**config.mk**
```make
export PLATFORM = sky130hd
export DESIGN_NAME = bin2bcd_seq
export DESIGN_NICKNAME = d
export VERILOG_FILES = /design/src/rtl/bin2bcd_seq.sv
export SDC_FILE = /design/constraint.sdc
export NUM_CORES = 1
export LEC_CHECK = 0
export CELL_PAD_IN_SITES_DETAIL_PLACEMENT = 1
export CELL_PAD_IN_SITES_GLOBAL_PLACEMENT = 1
export CORE_MARGIN = 2
export CORE_UTILIZATION = 42
export DETAILED_ROUTE_END_ITERATION = 16
export HOLD_SLACK_MARGIN = 0.02
export PLACE_DENSITY_LB_ADDON = 0.1
export SLEW_MARGIN = 5
export SYNTH_ARGS = -nofsm -noshare
export SYNTH_HDL_FRONTEND = slang
export SYNTH_SLANG_ARGS = --single-unit
```
**constraint.sdc**
```tcl
create_clock -name i_clk -period 2.21 [get_ports i_clk]
set_clock_uncertainty 0.15 [all_clocks]
set_input_delay 0.221 -clock i_clk [delete_from_list [all_inputs] [get_ports i_clk]]
set_output_delay 0.221 -clock i_clk [all_outputs]
set_load 0.01 [all_outputs]
```
**src/rtl/bin2bcd_seq.sv**
```systemverilog
// bin2bcd_seq
// Sequential binary-to-BCD converter (shift-add-3 / double-dabble) feeding the
// FND digit-mux/decoder. One conversion takes BIN_W shift cycles plus one
// result cycle, with results visible BIN_W+1 cycles after the accept edge.
// Out-of-range inputs saturate to all nines. Leading zeros can optionally be
// blanked.
//
// Ports
//   i_clk       system clock, rising edge
//   i_reset     asynchronous reset, active-high
//   i_start     conversion request, accepted only when idle
//   i_bin       unsigned binary value, sampled on the accept edge
//   i_blank_en  leading-zero blanking enable, sampled on the accept edge
//   o_busy      high from the accept edge until o_done falls
//   o_done      one-cycle pulse, result outputs just updated
//   o_bcd       packed BCD result, units digit in [3:0]
//   o_digit_en  per-digit display enable, bit 0 = units
//   o_overflow  last result saturated (i_bin > 10^DIGITS-1)
module bin2bcd_seq #(
  parameter int unsigned BIN_W  = 14,
  parameter int unsigned DIGITS = 4
) (
  input  logic                  i_clk,
  input  logic                  i_reset,
  input  logic                  i_start,
  input  logic [BIN_W-1:0]      i_bin,
  input  logic                  i_blank_en,
  output logic                  o_busy,
  output logic                  o_done,
  output logic [4*DIGITS-1:0]   o_bcd,
  output logic [DIGITS-1:0]     o_digit_en,
  output logic                  o_overflow
);

  localparam int unsigned BW    = 4 * DIGITS;
  localparam int unsigned SW    = BW + BIN_W;
  localparam int unsigned CNT_W = $clog2(BIN_W + 1);

  function automatic logic [63:0] max_bcd_value();
    logic [63:0] v;
    v = 64'd1;
    for (int unsigned i = 0; i < DIGITS; i++) v = v * 64'd10;
    return v - 64'd1;
  endfunction

  // Largest value representable in DIGITS decimal digits. When 2^BIN_W-1
  // never exceeds it, the overflow compare reduces to a constant 0.
  localparam logic [63:0] MAX_VAL = max_bcd_value();

  typedef enum logic [1:0] {ST_IDLE, ST_SHIFT, ST_DONE} state_t;

  state_t            state, state_n;
  logic [SW-1:0]     scratch, scratch_n, adj;
  logic [CNT_W-1:0]  cnt, cnt_n;
  logic              blank_q, blank_n;
  logic              ovf_q, ovf_n;
  logic              busy_n, done_n, overflow_n;
  logic [BW-1:0]     bcd_n;
  logic [DIGITS-1:0] en_n, en_calc;
  logic              seen;

  always_ff @(posedge i_clk or posedge i_reset) begin
    if (i_reset) begin
      state      <= ST_IDLE;
      scratch    <= '0;
      cnt        <= '0;
      blank_q    <= 1'b0;
      ovf_q      <= 1'b0;
      o_busy     <= 1'b0;
      o_done     <= 1'b0;
      o_bcd      <= '0;
      o_digit_en <= DIGITS'(1);
      o_overflow <= 1'b0;
    end else begin
      state      <= state_n;
      scratch    <= scratch_n;
      cnt        <= cnt_n;
      blank_q    <= blank_n;
      ovf_q      <= ovf_n;
      o_busy     <= busy_n;
      o_done     <= done_n;
      o_bcd      <= bcd_n;
      o_digit_en <= en_n;
      o_overflow <= overflow_n;
    end
  end

  always_comb begin
    state_n    = state;
    scratch_n  = scratch;
    cnt_n      = cnt;
    blank_n    = blank_q;
    ovf_n      = ovf_q;
    busy_n     = o_busy;
    done_n     = 1'b0;
    bcd_n      = o_bcd;
    en_n       = o_digit_en;
    overflow_n = o_overflow;
    adj        = scratch;
    en_calc    = DIGITS'(1);
    seen       = 1'b0;

    case (state)
      ST_IDLE: begin
        // o_busy drops here, in step with the o_done pulse, unless a new
        // request is accepted on the same edge.
        busy_n = 1'b0;
        if (i_start) begin
          scratch_n = SW'(i_bin);
          blank_n   = i_blank_en;
          ovf_n     = 64'(i_bin) > MAX_VAL;
          cnt_n     = '0;
          busy_n    = 1'b1;
          state_n   = ST_SHIFT;
        end
      end

      ST_SHIFT: begin
        for (int unsigned j = 0; j < DIGITS; j++) begin
          if (adj[BIN_W + 4*j +: 4] >= 4'd5)
            adj[BIN_W + 4*j +: 4] = adj[BIN_W + 4*j +: 4] + 4'd3;
        end
        scratch_n = {adj[SW-2:0], 1'b0};
        cnt_n     = cnt + 1'b1;
        if (cnt == CNT_W'(BIN_W - 1)) state_n = ST_DONE;
      end

      ST_DONE: begin
        // Scan from the top digit down: a digit stays lit once any digit at
        // or above it is non-zero. The units digit is always lit.
        for (int unsigned j = 1; j < DIGITS; j++) begin
          seen = seen | (scratch[BIN_W + 4*(DIGITS-j) +: 4] != 4'd0);
          en_calc[DIGITS-j] = seen;
        end
        bcd_n      = ovf_q ? {DIGITS{4'h9}} : scratch[SW-1 -: BW];
        en_n       = (!blank_q || ovf_q) ? '1 : en_calc;
        overflow_n = ovf_q;
        done_n     = 1'b1;
        state_n    = ST_IDLE;
      end

      default: state_n = ST_IDLE;
    endcase
  end

endmodule
```
Word-level counts from Yosys, hierarchy flattened
Cells that the tools add are included.
- bits in latches: 0
- memory bits (read-only): 0
- word-level logic and storage cells: 52
- memory bits (writable): 0
- register bits after elaboration: 61
- memories kept: 0
- bits of input ports: 18
- output and inout bits: 23
- muxes and demuxes: 15
- multipliers: 0
- order comparisons: 5
- div/mod/pow operators: 0
- reductions and logical operators: 10
- bitwise operators: 2
- equal/unequal tests: 5
- add/sub/neg operators: 5
- shifts and indexed selects: 0
- operators with widths (cell ; number):
    case mux 30 bit (2 select lines) ; 1
    two-way mux 30 bit ; 1
    two-way mux 4 bit ; 5
    >= comparator 4 x 3 -> 1 bit, second input constant ; 4
    two-way mux 16 bit ; 1
    > comparator 14 bit, second input constant ; 1
    adder 4 x 2 -> 4 bit, second input constant ; 3
    nonzero test 4 bit ; 3
    case mux 4 bit (2 select lines) ; 1
    AND reduction 2 bit ; 3
    adder 4 x 1 -> 4 bit, second input constant ; 1
    == test 4 bit, second input constant ; 1
    two-way mux 2 bit ; 2
    inequality test 2 bit, second input constant ; 2
    case mux 2 bit (2 select lines) ; 1
    adder 3 x 2 -> 3 bit, second input constant ; 1
    two-way mux 3 bit ; 1
    == test 2 x 1 -> 1 bit, second input constant ; 1
    == test 2 bit, second input constant ; 1
    logical NOT 2 bit ; 1
    two-way mux 1 bit ; 2
    OR 1 bit ; 2
    nonzero test 2 bit ; 1
    logical NOT 1 bit ; 1
    logical OR 1 bit ; 1

Longest topological paths before layout
- word-level depth: 4
- depth in mapped cells: 6
- mapped depth without buffers: 6

Least setup slack after synthesis
OpenSTA, ideal clock, no wires.
- path kind: reg2reg
- from: register scratch[18]
- to: register scratch[20]
- library setup time: 83 ps
- arrival: 1422 ps
- path buffers: 0
- slack: 555 ps
- data required time: 1977 ps
- stages on the path, launching flop included: 7
- clock period less this slack: 1655 ps
- path through: dfrtp_1 inv_1 ha_1 nand2b_1 a21oi_1 mux2_2 o21ai_0
- word-level cells in the longest chain between the ends: 3
- elaborated cells between the ends (all ways): 4
- classes of those cells: add/sub (1); order compare (1); mux (2)
- ends and longest elaborated chain (what ; RTL line ; source):
    start: declaration ; 53 ; logic [SW-1:0] scratch, scratch_n, adj;
    start signal: assignment ; 76 ; scratch <= scratch_n;
    adder 4 x 2 -> 4 bit / >= comparator 4 x 3 -> 1 bit (equally long branches) ; 121, 120 ;
    two-way mux 4 bit (*) ; 120 ; if (adj[BIN_W + 4*j +: 4] >= 4'd5)
    case mux 30 bit (2 select lines) (*) ; 103 ; case (state)
Mark *: on every way between the ends. The rest lies on a longest branch, timed or not.
A chain may end at the register's enable or synchronous reset.

Final worst setup path
- from: register scratch[22]
- to: register scratch[24]
Same word-level chain as after synthesis.

==> summary.txt <==
Status
  – Status: finished clean

Timing
  – Clock period minus worst slack: 1.90 ns
  – Setup_tns: 0 ns
  – Worst Tran Pin Value: 0.560 ns
  – Min Hold Slack: 0.297 ns
  – Period utilization: 85.9%
  – Max_slew headroom: 62.2%
  – Unrepaired setup endpoints after global routing: no
  – Final Hold Fails: 0
  – Max frequency: 0.527 GHz
  – Max-slew violation count: 0
  – # setup viols final: 0

Power
  – Peak supply drop: 0.510 mV
  – Overall power: 4.72 mW
  – Leak: 1.63 nW
  – Power Density: 1290 nW/um^2

Floorplan
  – I/O pin cnt: 41
  – DIE HEIGHT: 88.2 um
  – Starting Density: 43.6%
  – DIE AREA: 7770 sq um
  – Core area: 6830 sq um
  – Die W: 88.2 um
  – Standard-cell rows: 30

Detailed routing
  – WL/cell: 15.4 um
  – Total Routed Length: 7.12 mm
  – Routed vias: 2366
  – First-pass DRT Iterations: 4
  – DR iter-0 viols: 60
  – Post-route ant nets: 0
  – DR vias/cell: 5.12
  – Number of remaining DRC errors: 0

GRT
  – Met3 usage in global routing: 3.96%
  – Grt met2 use: 33.4%
  – Overflow after GRT: 0
  – Total GRT Usage: 20.0%
  – Gr busiest metal: met2
  – First-pass GRT wire length: 11.9 mm
  – Vias in the first global route: 2465
  – Met1 GRT Util: 25.7%
  – Pin count of the biggest net entering global routing: 40
  – Initial antenna violation count: 0

Clocking
  – # resized after CTS: 0
  – CTS tree: yes
  – Clock transition at path regs: 0.07 ns
  – CTS buffer count: 9
  – Root Buffer: clkbuf_8
  – Clk Latency, worst-skew pair: 0.34 ns
  – Max clock buf depth: 2
  – CTS H-tree lvls: 3
  – CTS Sinks: 60

Cells and area
  – Share of cells above drive strength 1: 8.47%
  – N_diodes: 0
  – Most frequent cells in the layout: dfrtp_1 (60), o21ai_0 (45), nand2_1 (44)
  – Fin nets: 392
  – Leading cell type in the layout, fill and taps excluded: dfrtp_1
  – FF+latch area: 1500 sq um
  – Area growth syn-to-layout: 22.8%
  – Layout fillers: 811
  – Footprint of the multi-input gates: 1340 sq um

Logic synthesis
  – Synthesized flop and latch total: 60
  – Post-Synthesis Cells: 319
  – Sequential fraction of the synthesis area: 50.5%
  – Syn_area_per_cell: 9.33 sq um
  – Cell area after synthesis: 2980 sq um
  – Synth warnings: 0
  – Synth cell types: 31
  – Synth async-reset ratio: 100%
  – Most used DFF post-synth: dfrtp_1
  – Post-synth EDFFs: 0
  – Syn_nets: 350

Worst setup path
  – CP startpoint: scratch[22]$_DFFE_PP0P_
  – Crit-path cells: inv_1 > ha_1 > nand2b_1 > a21oi_1 > mux2_2 > o21ai_0
  – Reg-to-reg startpoint: scratch[22]$_DFFE_PP0P_
  – CP Capture Type: flip-flop
  – Delay-heaviest family, CP: flip-flops
  – Critical path class: flip-flop to flip-flop
  – CP peak stage delay: 0.43 ns
  – Crit path required time: 2.33 ns
  – Worst path buffer plus inverter count: 1
  – CP Launch Type: flip-flop
  – WP data arrival: 2.01 ns
  – CP max-delay cell: dfrtp_1
  – Crit-path max FO: 5

Placement
  – Post-DP HPWL: 5.00 mm
  – I/O Buffers: 39
  – Placer Congestion: 0.762

Job
  – Max-cap viol count: 0

Hold path
  – Hold Startpoint: i_blank_en
  – Hold Crit Class: input pin to flip-flop
==> synth_stat cells (all sizes together) (2+ instances only) <==
| master | count | share of area, % |
|---|---|---|
| xnor2 | 4 | 1.2 |
| mux2 | 4 | 1.5 |
| clkbuf | 6 | 0.76 |
| nand3 | 11 | 1.9 |
| a21oi | 21 | 3.5 |
| nor2 | 18 | 2.3 |
| nor3b | 3 | 0.76 |
| o31ai | 4 | 1.0 |
| inv | 11 | 1.4 |
| dfrtp | 60 | 50 |
| nor2b | 10 | 2.1 |
| buf | 13 | 2.5 |
| a22oi | 13 | 3.3 |
| and2 | 2 | 0.42 |
| a22o | 5 | 1.5 |
| nand2 | 44 | 5.6 |
| and2b | 6 | 1.5 |
| ha | 13 | 5.5 |
| nor3 | 2 | 0.34 |
| o21ai | 51 | 8.6 |
| nand2b | 10 | 2.1 |
==> worst reg2reg max path, delay by kind of cell (launching register included) <==
| kind | cells | cell delay [ns] |
|---|---|---|
| flip-flops | 1 | 0.43 |
| AO/OA/AOI/OAI | 2 | 0.41 |
| multiplexers | 1 | 0.36 |
| adder cells (fa/ha/maj) | 1 | 0.22 |
| buffers and inverters | 1 | 0.14 |
| AND/OR/NAND/NOR | 1 | 0.11 |
==> sequential cells by signal, summed over array words and instances, names as in the netlist <==
name	cells
blank_q	1
cnt	4
o_bcd	16
o_busy	1
o_digit_en	3
o_done	1
o_overflow	1
ovf_q	1
scratch	30
state	2
==> per-stage QoR <==
stage	area [sq um]	setup WS (ns)	util, %	std cells
4_1_cts	3650	0.330	53.5	462
2_1_floorplan	2980	0.354	-	319
3_3_place_gp	3480	0.321	50.9	445
3_5_place_dp	3480	0.253	50.9	445
6_report	3650	0.312	53.5	462
5_1_grt	3650	0.199	53.5	462
==> cell type report <==
cell class,instances,area share [%]
well taps,96,3.29
repair buffers,50,13.4
inverters,11,1.13
clock buffers,11,3.87
clock inverters,5,0.753
multi-input cells,229,36.5
flip-flops and latches,60,41.1
==> final timing paths <==
kind	to	slack [ns]	cells past startpoint
worst min register to register	o_overflow$_DFFE_PP0P_	0.32	2
min in group asynchronous	cnt[2]$_DFFE_PP0P_	0.56	3
worst max-delay path	scratch[24]$_DFFE_PP0P_	0.31	6
max in group asynchronous	o_bcd[12]$_DFFE_PP0P_	0.78	4
worst min-delay path	blank_q$_DFFE_PP0P_	0.30	3
worst max register to register	scratch[24]$_DFFE_PP0P_	0.31	6
==> power by group <==
part | switching (mW) | leakage [nW] | internal (mW)
Combinational | 1.03 | 0.804 | 0.910
Clock | 0.450 | 0.0889 | 0.429
Sequential | 0.390 | 0.737 | 1.51
==> logic make-up after synthesis <==
| logic type | Yosys count | synth area share (%) |
|---|---|---|
| buf+inv | 30 | 4.67 |
| xor+xnor | 5 | 1.47 |
| compound gates | 97 | 18.8 |
| mux | 4 | 1.51 |
| flops | 60 | 50.5 |
| simple gates | 109 | 17.5 |
| other cells | 1 | 0.126 |
| fa+ha+maj | 13 | 5.47 |
==> layer usage <==
layer	share of wire [%]	wire length, um	vias to the layer above
met2	48	3450	46
met4	1.3	91	0
li1	-	-	1171
met3	3.1	221	10
met1	47	3360	1139
met5	0	0	-
==> repair_timing <==
item	in CTS	in global routing
buffers inserted	0	0
hold buffers	1	0
hold endpoints to repair	9	0
No activity file was read; power rests on OpenSTA's default activity.
